[src/rtl/equ1_pkg.sv]
// Shared widths and helpers for the equation-1 horizontal gradient datapath.
package equ1_pkg;

  localparam int PIX_W = 12;
  localparam int OUT_W = 17;

  // Magnitude of a two's-complement value; wide enough for the 2nd-derivative term.
  function automatic logic [PIX_W+2:0] abs_s(input logic signed [PIX_W+2:0] x);
    logic signed [PIX_W+2:0] n;
    n = -x;
    return x[PIX_W+2] ? n : x;
  endfunction

endpackage

[src/rtl/equ1_absdiff.sv]
// Registered |a-b| of two unsigned pixels, loading only when ld is high.
module equ1_absdiff
  import equ1_pkg::*;
(
  input  logic             clk,
  input  logic             rst,
  input  logic             ld,
  input  logic [PIX_W-1:0] a,
  input  logic [PIX_W-1:0] b,
  output logic [PIX_W-1:0] y_q
);

  logic signed [PIX_W:0] diff_s;
  logic [PIX_W-1:0]      y_d;

  always_comb begin
    diff_s = $signed({1'b0, a}) - $signed({1'b0, b});
    y_d    = y_q;
    // |a-b| of two unsigned PIX_W values always fits back into PIX_W bits.
    if (ld) y_d = PIX_W'(abs_s({{2{diff_s[PIX_W]}}, diff_s}));
  end

  always_ff @(posedge clk or negedge rst) begin
    if (!rst) y_q <= '0;
    else      y_q <= y_d;
  end

endmodule

[src/rtl/equ1_grad.sv]
// Equation-1 gradient: 2*|e3t2-e3t4| + |2*e3t3-e3t1-e3t5| + |e2t2-e2t4| + |e4t2-e4t4|.
// Define EQU1_OUT_REG_EN to add a registered output stage (latency 3 instead of 2).
module equ1_grad
  import equ1_pkg::*;
(
  input  logic             clk,
  input  logic             rst,
  input  logic             start,
  input  logic [PIX_W-1:0] e1t1, e1t2, e1t3, e1t4, e1t5,
  input  logic [PIX_W-1:0] e2t1, e2t2, e2t3, e2t4, e2t5,
  input  logic [PIX_W-1:0] e3t1, e3t2, e3t3, e3t4, e3t5,
  input  logic [PIX_W-1:0] e4t1, e4t2, e4t3, e4t4, e4t5,
  input  logic [PIX_W-1:0] e5t1, e5t2, e5t3, e5t4, e5t5,
  output logic [OUT_W-1:0] grad_abs_out
);

`ifdef EQU1_OUT_REG_EN
  localparam int STAGES = 3;
`else
  localparam int STAGES = 2;
`endif

  logic [STAGES-1:1] vld_pipe_d, vld_pipe_q;
  logic [PIX_W-1:0]  r2_abs_q, r3_abs_q, r4_abs_q;
  logic signed [PIX_W+2:0] d2_s;
  logic [PIX_W:0]    d2_abs_d, d2_abs_q;
  logic [OUT_W-1:0]  sum_d, sum_q;
  logic [OUT_W-1:0]  out_d, out_q;

  // Window pixels that do not take part in equation 1.
  logic unused_pix;
  assign unused_pix = ^{e1t1, e1t2, e1t3, e1t4, e1t5, e2t1, e2t3, e2t5,
                        e4t1, e4t3, e4t5, e5t1, e5t2, e5t3, e5t4, e5t5};

  equ1_absdiff u_row2 (.clk(clk), .rst(rst), .ld(start), .a(e2t2), .b(e2t4), .y_q(r2_abs_q));
  equ1_absdiff u_row3 (.clk(clk), .rst(rst), .ld(start), .a(e3t2), .b(e3t4), .y_q(r3_abs_q));
  equ1_absdiff u_row4 (.clk(clk), .rst(rst), .ld(start), .a(e4t2), .b(e4t4), .y_q(r4_abs_q));

  always_comb begin
    vld_pipe_d = (STAGES-1)'({vld_pipe_q, start});
    d2_s       = $signed({2'b0, e3t3, 1'b0}) - $signed({3'b0, e3t1}) - $signed({3'b0, e3t5});
    d2_abs_d   = start ? (PIX_W+1)'(abs_s(d2_s)) : d2_abs_q;
    // Max sum is 24570, so no saturation is needed at OUT_W bits.
    sum_d      = OUT_W'({r3_abs_q, 1'b0}) + OUT_W'(d2_abs_q) + OUT_W'(r2_abs_q) + OUT_W'(r4_abs_q);
  end

`ifdef EQU1_OUT_REG_EN
  logic [OUT_W-1:0] sum_reg_d;

  always_comb begin
    sum_reg_d = vld_pipe_q[1] ? sum_d : sum_q;
    out_d     = vld_pipe_q[STAGES-1] ? sum_q : out_q;
  end

  always_ff @(posedge clk or negedge rst) begin
    if (!rst) sum_q <= '0;
    else      sum_q <= sum_reg_d;
  end
`else
  always_comb begin
    out_d = vld_pipe_q[STAGES-1] ? sum_d : out_q;
    sum_q = sum_d;
  end
`endif

  always_ff @(posedge clk or negedge rst) begin
    if (!rst) begin
      vld_pipe_q <= '0;
      d2_abs_q   <= '0;
      out_q      <= '0;
    end else begin
      vld_pipe_q <= vld_pipe_d;
      d2_abs_q   <= d2_abs_d;
      out_q      <= out_d;
    end
  end

  assign grad_abs_out = out_q;

endmodule

[config.mk]
export PLATFORM = sky130hd
export DESIGN_NAME = equ1_grad
export DESIGN_NICKNAME = d
export VERILOG_FILES = /design/src/rtl/equ1_pkg.sv /design/src/rtl/equ1_absdiff.sv /design/src/rtl/equ1_grad.sv
export SDC_FILE = /design/constraint.sdc
export NUM_CORES = 1
export LEC_CHECK = 0
export ABC_AREA = 1
export CORE_UTILIZATION = 50
export CTS_CLUSTER_DIAMETER = 150
export DETAILED_ROUTE_END_ITERATION = 8
export DONT_BUFFER_PORTS = 1
export PLACE_DENSITY = 0.69
export SYNTH_ARGS = -nofsm -noshare
export SYNTH_HDL_FRONTEND = slang
export SYNTH_HIERARCHICAL = 1
export SYNTH_SLANG_ARGS = --single-unit
[constraint.sdc]
create_clock -name clk -period 7.4 [get_ports clk]
set_input_delay 1.11 -clock clk [delete_from_list [all_inputs] [get_ports clk]]
set_output_delay 1.11 -clock clk [all_outputs]
set_load 0.005 [all_outputs]
* Word level (Yosys, flattened, before mapping)
Cells that the tools add are included.
** Operators by class
- Add/sub/neg operators :: 12
- Muxes and demuxes :: 4
** Operators by type and width (number)
- subtractor 12 x 12 -> 13 bit :: 3
- two-way mux 12 bit :: 3
- negation 12 bit :: 3
- adder 15 x 12 -> 16 bit :: 1
- adder 14 x 12 -> 15 bit :: 1
- subtractor 14 x 13 -> 15 bit :: 1
- adder 13 x 13 -> 14 bit :: 1
- subtractor 13 x 12 -> 14 bit :: 1
- two-way mux 13 bit :: 1
- negation 13 bit :: 1
** Word-level totals
- Register bits after elaboration :: 67
- Logic and storage cells :: 22
- Input port bits :: 303
- Output and inout bits :: 17

* Depth between registers and ports, before layout
- Depth after elaboration :: 4
- Mapped depth :: 23
- Gate-level depth less buffers :: 23

* Cells and area by module
The synthesis kept the hierarchy.
** Modules (own cells, without submodules)
- equ1_grad :: instances 1, cells each 543, area each 3945.0 um2, sequential area each 725.7 um2
- equ1_absdiff (u_row3 ...) :: instances 2, cells each 246, area each 1519.0 um2, sequential area each 300.3 um2
- equ1_absdiff (u_row2) :: instances 1, cells each 244, area each 1510.2 um2, sequential area each 300.3 um2

* Least setup slack after synthesis
Ideal clock, no wire load.
- Kind :: input to register
- From :: input e3t1[2]
- To :: register d2_abs_q[9]
- Library setup time :: 0.117 ns
- Slack :: 3.565 ns
- Required time :: 7.283 ns
- Buffers on the path :: 1
- Data arrival time :: 3.718 ns
- Stages :: 20
- Cell sequence :: inv_1 -> ha_1 -> a21oi_1 -> o21ai_1 -> nor2_2 -> o21ai_1 -> a21boi_1 -> o21bai_1 -> xor2_1 -> ha_1 -> inv_1 -> o21bai_1 -> nor2_1 -> nand3_2 -> nand3b_2 -> nand2_4 -> buf_6 -> nand3_1 -> nand3_1 -> nand2_1
** Between the ends
- Longest elaborated chain between the ends :: 4
** RTL lines
- start, declared :: line equ1_grad.sv:11 : input logic [PIX_W-1:0] e3t1, e3t2, e3t3, e3t4, e3t5,
- subtractor 13 x 12 -> 14 bit * :: line equ1_grad.sv:41 : d2_s = $signed({2'b0, e3t3, 1'b0}) - $signed({3'b0, e3t1}) - $signed({3'b0, e3t5});
- subtractor 14 x 13 -> 15 bit * :: line equ1_grad.sv:41
- negation 13 bit :: line equ1_pkg.sv:10 : n = -x;
- two-way mux 13 bit * :: line equ1_pkg.sv:11 : return x[PIX_W+2] ? n : x;
- end signal, assigned :: line equ1_grad.sv:73 : d2_abs_q <= d2_abs_d;
- end, declared :: line equ1_grad.sv:26 : logic [PIX_W:0] d2_abs_d, d2_abs_q;
Every way passes the cells marked *; elsewhere a longest branch is shown, timed or not.
A chain may end at the register's enable or synchronous reset.

* Final worst setup path
- From :: input e3t1[2]
- To :: register d2_abs_q[10]
Same word-level chain as after synthesis.

==> impl_metrics.tcl <==
set metrics [dict create \
    fill_cells 1685 \
    fin_nets 1684 \
    cp.required_ns 7.61 \
    area_delta_synth_final_pct 5.76 \
    syn_area_sq_um 8490 \
    h-tree-depth 3 \
    p_clk_frac 0.158 \
    synth_edf_count 0 \
    synthCells 1279 \
    synth.area.top_cells "dfrtp_1 19%, nand2_1 17%, ha_1 11%" \
    power.internal_uw 1470 \
    layout_common_cells "376 x nand2_1, 227 x inv_1, 98 x nand3_1, 77 x ha_1, 70 x nor2_1" \
    dr_wl_met2_microns 8100 \
    mostFrequentLayoutCell "nand2_1" \
    period_share 0.535 \
    wirelength_microns 17900 \
    p_switching_uw 1350 \
    endpoint_kind "register" \
    cts_sinks 65 \
    cts_inserted_buffers 9 \
    postCtsSetupRepairBufs 0 \
    worst_slew_pin_slew_ns 0.576 \
    ir_worst_vdd_v 0.000264 \
    yosysSeqAreaShare 0.192 \
    hold_path_class "input pin to async pin" \
    hpwl_microns 15200 \
    grt-ovfl-total 0 \
    grt_pass1_vias 6881 \
    cts_resized 0 \
    n_antenna_cell 0 \
    start_kind "input pin" \
    cts_tree "yes" \
    die-area_sq_um 17500 \
    dr.first_iter.drc_count 315 \
    p_sw_frac 0.479 \
    seqPwrFrac 0.213 \
    run_status "complete, no violations" \
    placedInstanceArea_sq_um 8670 \
    fp.coreArea_sq_um 16600 \
    drc 0 \
    drt-met1-wl_microns 8850 \
    root_buffer "clkbuf_16" \
    min_period_ns 3.96 \
    holdBufCountCts 0 \
    routed.top_layer "met4" \
    drv_cap 0 \
    yosys.area.top_type "dfrtp_1" \
    start_util 0.512 \
    arrival_ns 4.16 \
    p_leak_uw 0.00499 \
    fmax_ghz 0.253 \
    slew_headroom 0.616 \
    grt_pass1_wl_microns 31200 \
    finalMaxSlewViolations 0 \
    fin_area_sq_um 8980 \
    cts.reportedPaths.clkPinSlew_ns 0.05 \
    drive_above_1_share 0.103 \
    synth_async_sr_flop_share 1.00 \
    wl_per_cell_microns 11.9 \
    gp_congestion 0.872 \
    cts_max_path_buffers 2 \
    dieHeight_microns 132 \
    final_hold_viol_count 0 \
    syn-mean-instance-area_sq_um 6.64 \
    wl_met3_microns 817 \
    crit_type "input pin to register" \
    ios 320 \
    ys_types 43 \
    ant_nets 0 \
    drt_pre_antenna_iters 6 \
    skew_ns 0.00596 \
    avgViaCountPerCell 5.02 \
    cp_max_fo 18 \
    fp-row-count 47 \
    port_buffers 0 \
    setup_violations 0 \
    vias 7521 \
    ys.flop_type "dfrtp_1" \
    grt_max_degree 66 \
    finalSetupTns_ns 0 \
    rsz0062_at_grt "no" \
    insertion_delay_ns 0.32 \
    synth_top_area_frac 0.192 \
    die_x_microns 132 \
    powerDensity_nw_per_um2 313 \
    r2r_cells 13 \
    synth_warnings 6 \
    grt_antenna_before_repair 0 \
    track_usage 0.215 \
    synth.ff_latch_count 65 \
    p_comb_frac 0.629 \
]
==> critical path: stages <==
cell and delay [ns]:
inv_1 0.02, ha_1 0.33, a21oi_1 0.20, o21ai_1 0.09
nor2_2 0.22, o21ai_1 0.13, a21boi_1 0.25, o21bai_1 0.11
xor2_1 0.15, ha_1 0.31, inv_1 0.08, o21bai_1 0.07
nor2_1 0.14, nand3_2 0.09, nand3b_2 0.24, nand2_4 0.20
inv_2 0.11, nor2_1 0.10, nand2_1 0.05, nand3_1 0.10
nand2_1 0.05
==> synthesized netlist by cell type (all sizes together), types with 6 or more instances <==
cell,n
a21oi,51
a31oi,7
buf,8
clkbuf,9
dfrtp,65
fa,30
ha,77
inv,235
nand2,432
nand3,118
nand3b,6
nand4,25
nor2,88
nor3,13
o21ai,56
o21bai,6
xnor2,15
xor2,26
==> power groups by stage <==
stage	sequential, uW	clock, uW	combinational [uW]
floorplan	554	0	1420
global placement	605	0	1740
detailed placement	606	0	1760
CTS	602	454	1770
global route	617	470	2030
finish	601	443	1770
==> per-stage QoR <==
step	utilization	hold WS [ns]	instances	worst slack [ns]	total power, uW
3_3_place_gp	0.523	0.472	1483	3.10	2340
2_1_floorplan	-	0.453	1280	3.56	1970
6_report	0.542	0.485	1498	3.44	2810
3_5_place_dp	0.523	0.483	1483	3.09	2370
5_1_grt	0.542	0.465	1498	3.10	3120
4_1_cts	0.542	0.473	1498	3.43	2830
==> state kept, by name (all words and copies together), names as in the netlist <==
signal and count:
u_row2/y_q 12, vld_pipe_q 1, u_row4/y_q 12, u_row3/y_q 12, d2_abs_q 13, grad_abs_out 15
==> path summary, 6_finish.rpt <==
path	endpoint	from	slack, ns
max	d2_abs_q[10]	e3t1[2]	3.44
max in group asynchronous	u_row3/y_q[4]	rst	6.77
min in group clk	u_row2/y_q[0]	u_row2/y_q[0]	0.49
min reg2reg	u_row2/y_q[0]	u_row2/y_q[0]	0.49
min	grad_abs_out[8]	rst	0.48
max reg2reg	grad_abs_out[11]	u_row2/y_q[4]	4.33
==> layout make-up <==
type                            count  area (sq um)  share of cell area
Tap cell                          220           275              0.0306
Clock buffer                       12           246              0.0274
Inverter                          236           886              0.0986
Multi-Input combinational cell    962          5880               0.655
Sequential cell                    65          1630               0.181
Clock inverter                      3          65.1             0.00724
==> cell families (layout without fill, tap and decap cells) <==
group / Yosys count / after routing / share of synthesized area
and+or+nand+nor: 683 / 683 / 0.377
buffers and inverters: 253 / 251 / 0.116
AOI/OAI and AO/OA: 129 / 129 / 0.0872
adders and majority gates: 107 / 107 / 0.184
DFF: 65 / 65 / 0.192
xor gates and xnor gates: 41 / 41 / 0.0432
other: 1 / 2 / 0.000442
==> routing by layer <==
metal,track usage,vias up
met5,0,-
met4,0.0421,0
met3,0.0411,10
met2,0.357,123
met1,0.291,3361
li1,-,4027
Note: power is estimated with default switching activity, not from simulation.
